`config.mk`:
```
export PLATFORM = sky130hd
export DESIGN_NAME = mul8_seq
export DESIGN_NICKNAME = d
export VERILOG_FILES = /design/src/rtl/mul8_seq_pkg.sv /design/src/rtl/mul8_seq_adder8.sv /design/src/rtl/mul8_seq.sv
export SDC_FILE = /design/constraint.sdc
export NUM_CORES = 1
export LEC_CHECK = 0
export CAP_MARGIN = 15
export CORE_MARGIN = 8
export CORE_UTILIZATION = 32
export CTS_CLUSTER_DIAMETER = 100
export DETAILED_ROUTE_END_ITERATION = 16
export GPL_TIMING_DRIVEN = 0
export SETUP_SLACK_MARGIN = 0.3
export SYNTH_ARGS = -nofsm -noshare
export SYNTH_HDL_FRONTEND = slang
export SYNTH_HIERARCHICAL = 1
export SYNTH_SLANG_ARGS = --single-unit
```
`constraint.sdc`:
```
create_clock -name clk -period 2.45 [get_ports clk]
set_input_delay 0.49 -clock clk [delete_from_list [all_inputs] [get_ports clk]]
set_output_delay 0.49 -clock clk [all_outputs]
set_load 0.02 [all_outputs]
```
`src/rtl/mul8_seq_pkg.sv`:
```
// Shared constants for the Mega-8 sequential multiplier: operand width,
// iteration count and FSM state encoding (also used by the ALU control decoder).
package mul8_seq_pkg;

   localparam int WIDTH = 8;
   localparam int STEPS = WIDTH;

   localparam logic [1:0] ST_IDLE = 2'd0;
   localparam logic [1:0] ST_RUN  = 2'd1;
   localparam logic [1:0] ST_DONE = 2'd2;

endpackage

```
`src/rtl/mul8_seq_adder8.sv`:
```
// 8-bit ripple adder; the single arithmetic resource of the Mega-8 datapath.
module adder8 (
   input  logic [7:0] a_i,
   input  logic [7:0] b_i,
   output logic [7:0] sum_o,
   output logic       cout_o
);

   assign {cout_o, sum_o} = {1'b0, a_i} + {1'b0, b_i};

endmodule

```
`src/rtl/mul8_seq.sv`:
```
// Multi-cycle 8x8 unsigned shift-and-add multiplier reusing one adder8.
// Handshake: start is accepted only while ready (IDLE); done pulses one cycle with product valid.
module mul8_seq
   import mul8_seq_pkg::*;
(
   input  logic                 clk,
   input  logic                 rst,
   input  logic                 start,
   input  logic [WIDTH-1:0]     a,
   input  logic [WIDTH-1:0]     b,
   output logic                 ready,
   output logic                 busy,
   output logic                 done,
   output logic [2*WIDTH-1:0]   product,
   output logic [1:0]           dbg_state_o
);

   logic [1:0]            state_q,   state_d;
   logic [WIDTH-1:0]      mcand_q,   mcand_d;
   logic [WIDTH-1:0]      acc_hi_q,  acc_hi_d;
   logic [WIDTH-1:0]      acc_lo_q,  acc_lo_d;
   logic [2:0]            count_q,   count_d;
   logic [2*WIDTH-1:0]    product_q, product_d;

   logic [WIDTH-1:0]      sum;
   logic                  cout;

   adder8 u_adder8 (
      .a_i    (acc_hi_q),
      .b_i    (mcand_q),
      .sum_o  (sum),
      .cout_o (cout)
   );

   always_comb begin
      state_d   = state_q;
      mcand_d   = mcand_q;
      acc_hi_d  = acc_hi_q;
      acc_lo_d  = acc_lo_q;
      count_d   = count_q;
      product_d = product_q;
      case (state_q)
         ST_IDLE: begin
            if (start) begin
               mcand_d  = a;
               acc_lo_d = b;
               acc_hi_d = '0;
               count_d  = '0;
               state_d  = ST_RUN;
            end
         end
         ST_RUN: begin
            // The adder carry re-enters at acc_hi[7] as the accumulator shifts right.
            if (acc_lo_q[0]) begin
               {acc_hi_d, acc_lo_d} = {cout, sum, acc_lo_q[WIDTH-1:1]};
            end else begin
               {acc_hi_d, acc_lo_d} = {1'b0, acc_hi_q, acc_lo_q[WIDTH-1:1]};
            end
            count_d = count_q + 3'd1;
            if (count_q == 3'(STEPS - 1)) begin
               product_d = {acc_hi_d, acc_lo_d};
               state_d   = ST_DONE;
            end
         end
         ST_DONE: begin
            state_d = ST_IDLE;
         end
         default: begin
            state_d = ST_IDLE;
         end
      endcase
   end

   always_ff @(posedge clk) begin
      if (rst) begin
         state_q   <= ST_IDLE;
         mcand_q   <= '0;
         acc_hi_q  <= '0;
         acc_lo_q  <= '0;
         count_q   <= '0;
         product_q <= '0;
      end else begin
         state_q   <= state_d;
         mcand_q   <= mcand_d;
         acc_hi_q  <= acc_hi_d;
         acc_lo_q  <= acc_lo_d;
         count_q   <= count_d;
         product_q <= product_d;
      end
   end

   assign ready       = (state_q == ST_IDLE);
   assign busy        = (state_q == ST_RUN);
   assign done        = (state_q == ST_DONE);
   assign product     = product_q;
   assign dbg_state_o = state_q;

endmodule

```
Yosys cells after proc, flatten, opt, wreduce, memory -nomap -nowiden. Cells that the tools add are included.

Equal/unequal tests: 5. Reduce and logical (&&, ||, !) cells: 6. Add/sub/neg operators: 2. Mux-type cells: 11.

Operator list (number): $mux 8 (4); $pmux 8 s2 (2); $add 8x8->9 (1); $reduce_and 2->1 (4); $pmux 3 s2 (1); $mux 2 (2); $pmux 2 s2 (1); $add 3x1->3 const B (1); $eq 3x3->1 const B (1); $mux 3 (1); $eq 2x1->1 const B (1); $eq 2x2->1 const B (1); $logic_not 2->1 (1); $ne 2x1->1 const B (1); $ne 2x2->1 const B (1); $reduce_bool 2->1 (1).

Logic and storage cells: 30. Output and inout bits: 21. Bits of input ports: 19. Register bits: 45.

Depth between registers and ports, before layout.
Depth after elaboration: 3. Gate-level depth with buffers: 9. Depth with buffers taken out: 9.

By module. Netlist, hierarchy kept.

Modules (own cells, without submodules): mul8_seq (seq. area each 900.9 um^2, area each 1766.7 um^2, times used 1, cells each 175); adder8 (seq. area each 0.0 um^2, area each 324.1 um^2, times used 1, cells each 42).

Least setup slack after synthesis. No wires, ideal clock.

Path kind: reg2reg. Start point: register acc_hi_q[0]. End point: register acc_hi_q[5]. Path buffers: 0. Arrival time: 1.669 ns. Cell stages (with the launch flop): 10. Slack: 0.654 ns. Clock period less this slack: 1.796 ns. Cells stage by stage: dfxtp_1 ha_1 fa_1 a21oi_1 nor2_1 nor2_1 xnor2_1 mux2i_1 o2bb2ai_1 nor2b_1.

Cells in the longest elaborated chain, start to end: 3.

RTL lines: start, declared (RTL line mul8_seq.sv:20) `logic [WIDTH-1:0] acc_hi_q, acc_hi_d;`; start signal, assigned (RTL line mul8_seq.sv:85) `acc_hi_q <= acc_hi_d;`; $add 8x8->9 (RTL line mul8_seq_adder8.sv:9) `assign {cout_o, sum_o} = {1'b0, a_i} + {1'b0, b_i};`; named net sum[6] (RTL line mul8_seq.sv:25) `logic [WIDTH-1:0] sum;`; $mux 8 (RTL line mul8_seq.sv:54) `if (acc_lo_q[0]) begin`; $pmux 8 s2 (RTL line mul8_seq.sv:42) `case (state_q)`.

The timed path passes the listed nets, and every way through them passes these cells. A chain may end at the register's enable or synchronous reset.

Worst setup path in the final report.
Start point: register mcand_q[2]. End point: register acc_hi_q[4].

Cells in the longest elaborated chain, start to end: 3.

RTL lines: start, declared (RTL line mul8_seq.sv:19) `logic [WIDTH-1:0] mcand_q, mcand_d;`; start signal, assigned (RTL line mul8_seq.sv:84) `mcand_q <= mcand_d;`; $add 8x8->9 (RTL line mul8_seq_adder8.sv:9); named net sum[5] (RTL line mul8_seq.sv:25); $mux 8 (RTL line mul8_seq.sv:54); $pmux 8 s2 (RTL line mul8_seq.sv:42).

The timed path passes the listed nets, and every way through them passes these cells.

==> run metrics <==
Mapped Nets=about 250; Routed Antenna Nets=0; vias in the first global route=around 1600; crit path cell chain=ha_1, nand3_1, a21oi_1, nor4_1, a311o_1, mux2i_1, o2bb2ai_1, nor2b_1; crit path time final=between 2 and 2.5 ns; CP startpoint=mcand_q[2]$_SDFFE_PP0P_; flops & latches, synth=45; CP required=~2.6 ns; clock buffer depth=2; RD Place Congestion=0.802; Crit path max-delay family=compound AO/OA/AOI/OAI gates; Max VDD drop=0.267 mV; Post-synth top flop=dfxtp_1; Detailed Route WL=around 5000 um; CP Class=reg2reg; crit-path max cell delay=approximately 0.36 ns; n_diodes=0; CP max stage cell=ha_1; drt pass-1 iters=4; ratio of cells with drive above 1 in the final layout=0.106; met1 usage=0.137; reg2reg start=mcand_q[2]$_SDFFE_PP0P_; Mapped Avg Cell Area=between 9 and 10 um^2; Cells after Synth=around 220; initial antenna violation count=0; die width=just under 100 um; Reg area=around 900 um^2; Arr. time, crit path=between 2 and 2.5 ns; max frequency=roughly 490 MHz; placed cells=333; postcts setup bufs=0; post-synthesis sequential area ratio=0.431; Reg clk slew, reported paths=~0.080 ns; core area=around 6300 um^2; worst-margin pin slew=between 0.5 and 0.6 ns; R2R Path End=acc_hi_q[4]$_SDFFE_PP0P_; CP Capture Point=acc_hi_q[4]$_SDFFE_PP0P_; Num CTS Buffers=5; EDFF count, synth=0; PortBufs=39; clk sinks=45; logic depth of the worst register-to-register path=8; Max-Slew Margin vs Limit=0.609; largest net degree at the start of global routing=13; Avg WL per Cell=14.6 um; Detail Placement HPWL=between 3000 and 4000 um; Final Cycle Share=0.841; worst min path class=reg2reg; design area=2670 um^2; Post-route DRC=0; Area Growth Syn to Fin=27.8%; Die Span Y=96.8 um; Initial Util=0.329; commonest non-fill, non-tap cell in the layout=dfxtp_1; Vias per Instance=roughly 4.9; flop2flop setup slack=~0.4 ns; asr flop ratio synth=0; WP depth=8; CTS tree=built; Top Ports=40; Top Usage Layer GRT=met2; grt met2 use=0.151; area occupied by multi-input gates=approximately 1100 um^2; First DRT Iteration DRCs=78; cell area power density=532 nW/um^2; worst clock skew=between 0.004 and 0.005 ns; crit path max fanout=4; yosys warns=6; global route total overflow=0; Root Buffer Master=clkbuf_8; Crit path buffers/inverters=0; Std-Cell Rows=29; outcome=completed; Final Non-Filler Cells=~340; MaxCap Viol Count=0; layout net count=about 290; leakage power=about 1.1 nW; post-synth cell types=between 40 and 50; crit start category=flop; hold buffers post-CTS=0; Vias=around 1700; CTS H-Tree Depth=2; count of final setup violators=0; met3 Usage GRT=0.0235; highest-count cells in the layout ignoring fill and taps=dfxtp_1, clkdlybuf4s50_1, nand2_1; fillers=between 600 and 700; Final Hold Fails=0; critical path capture point type=flop; Cell Area, Placed=between 2000 and 3000 um^2; RSZ-0062 raised after global routing=yes; Max Slew Vio Count=0; setup TNS=0 ns; first-pass GRT wire length=around 8000 um; die area=around 9400 um^2; All-Layer GR Usage=0.102; Clock Latency Late Sink=roughly 0.29 ns; Syn Std Cell Area=around 2100 um^2
[state kept, by name (all words and copies together) (netlist names)]
name / flops
acc_lo_q: 8
count_q: 3
dbg_state_o: 2
acc_hi_q: 8
product: 16
mcand_q: 8
[timing repair]
action                                  CTS  global route
gates resized for setup                   1             7
gates cloned                              0             0
pin swaps                                 0             1
endpoints found under the setup margin    1             4
[area by class of cell]
class | count | share of cell area
Buffer | 12 | 0.0286
Clock buffer | 8 | 0.0300
Inverter | 5 | 0.00890
Multi-Input combinational cell | 155 | 0.415
Sequential cell | 45 | 0.337
Tap cell | 77 | 0.0361
Timing Repair Buffer | 39 | 0.144
[per-stage QoR]
| stage | hold slack [ns] | power, mW | setup slack [ns] | utilization |
|---|---|---|---|---|
| finish | 0.460 | 1.42 | 0.391 | 0.421 |
| global placement | 0.449 | 0.994 | 0.249 | 0.406 |
| global route | 0.481 | 1.48 | 0.298 | 0.421 |
| CTS | 0.465 | 1.43 | 0.301 | 0.418 |
| detailed placement | 0.451 | 0.995 | 0.266 | 0.406 |
| floorplan | 0.440 | 0.920 | 0.654 | - |
[how the worst min path moves through the flow]
| stage | start | to | cells after the start |
|---|---|---|---|
| 2_1_floorplan | mcand_q[0]$_SDFFE_PP0P_ | mcand_q[0]$_SDFFE_PP0P_ | 2 |
| 3_3_place_gp | product[7]$_SDFFE_PP0P_ | product[7]$_SDFFE_PP0P_ | 1 |
| 3_5_place_dp | product[14]$_SDFFE_PP0P_ | product[14]$_SDFFE_PP0P_ | 1 |
| 4_1_cts | mcand_q[6]$_SDFFE_PP0P_ | mcand_q[6]$_SDFFE_PP0P_ | 2 |
| 5_1_grt | mcand_q[7]$_SDFFE_PP0P_ | mcand_q[7]$_SDFFE_PP0P_ | 2 |
| 6_report | mcand_q[6]$_SDFFE_PP0P_ | mcand_q[6]$_SDFFE_PP0P_ | 2 |
[metal layers]
layer	vias to the layer above	share of wire	wire length, um
met4	0	0.016	80
met1	751	0.53	2630
li1	880	-	-
met5	-	0	0
met2	40	0.42	2080
met3	6	0.038	187
[synth_stat cells (2+ instances only)]
cell type / count / area, um^2
xnor2_1: 2 / 17.5
nor2_1: 13 / 48.8
nand2_1: 28 / 105
o21ai_0: 2 / 10.0
o2bb2ai_1: 15 / 131
a21oi_1: 22 / 110
a21o_1: 2 / 15.0
inv_2: 2 / 7.51
a311o_1: 2 / 20.0
buf_2: 3 / 15.0
xor2_1: 2 / 17.5
mux2i_1: 9 / 90.1
clkbuf_1: 3 / 11.3
a211oi_1: 8 / 60.1
nor2b_1: 10 / 62.6
a22o_1: 6 / 52.6
dfxtp_1: 45 / 901
nand3_1: 4 / 20.0
inv_1: 2 / 7.51
buf_6: 3 / 33.8
ha_1: 10 / 125
nor3_1: 2 / 10.0
[worst min-delay path, delay by kind of cell, from the launching register on]
family / cells / cell delay [ns]
DFF: 1 / 0.32
and+or+nand+nor: 1 / 0.05
AOI/OAI and AO/OA: 1 / 0.05
[power by group]
part / internal [mW] / switching [mW]
clock network: 0.203 / 0.238
registers: 0.756 / 0.0189
logic: 0.0932 / 0.112
[kinds of logic (layout without fill, tap and decap cells)]
logic type               after synthesis  in the layout  synth area share
AO/OA/AOI/OAI                         68             68             0.245
AND/OR/NAND/NOR                       63             63             0.147
flip-flops                            45             45             0.431
buffers and inverters                 17             64            0.0479
adder cells (fa/ha/maj)               11             11            0.0694
multiplexers                           9              9            0.0431
XOR/XNOR                               4              4            0.0168
(Power assumes the default switching activity.)
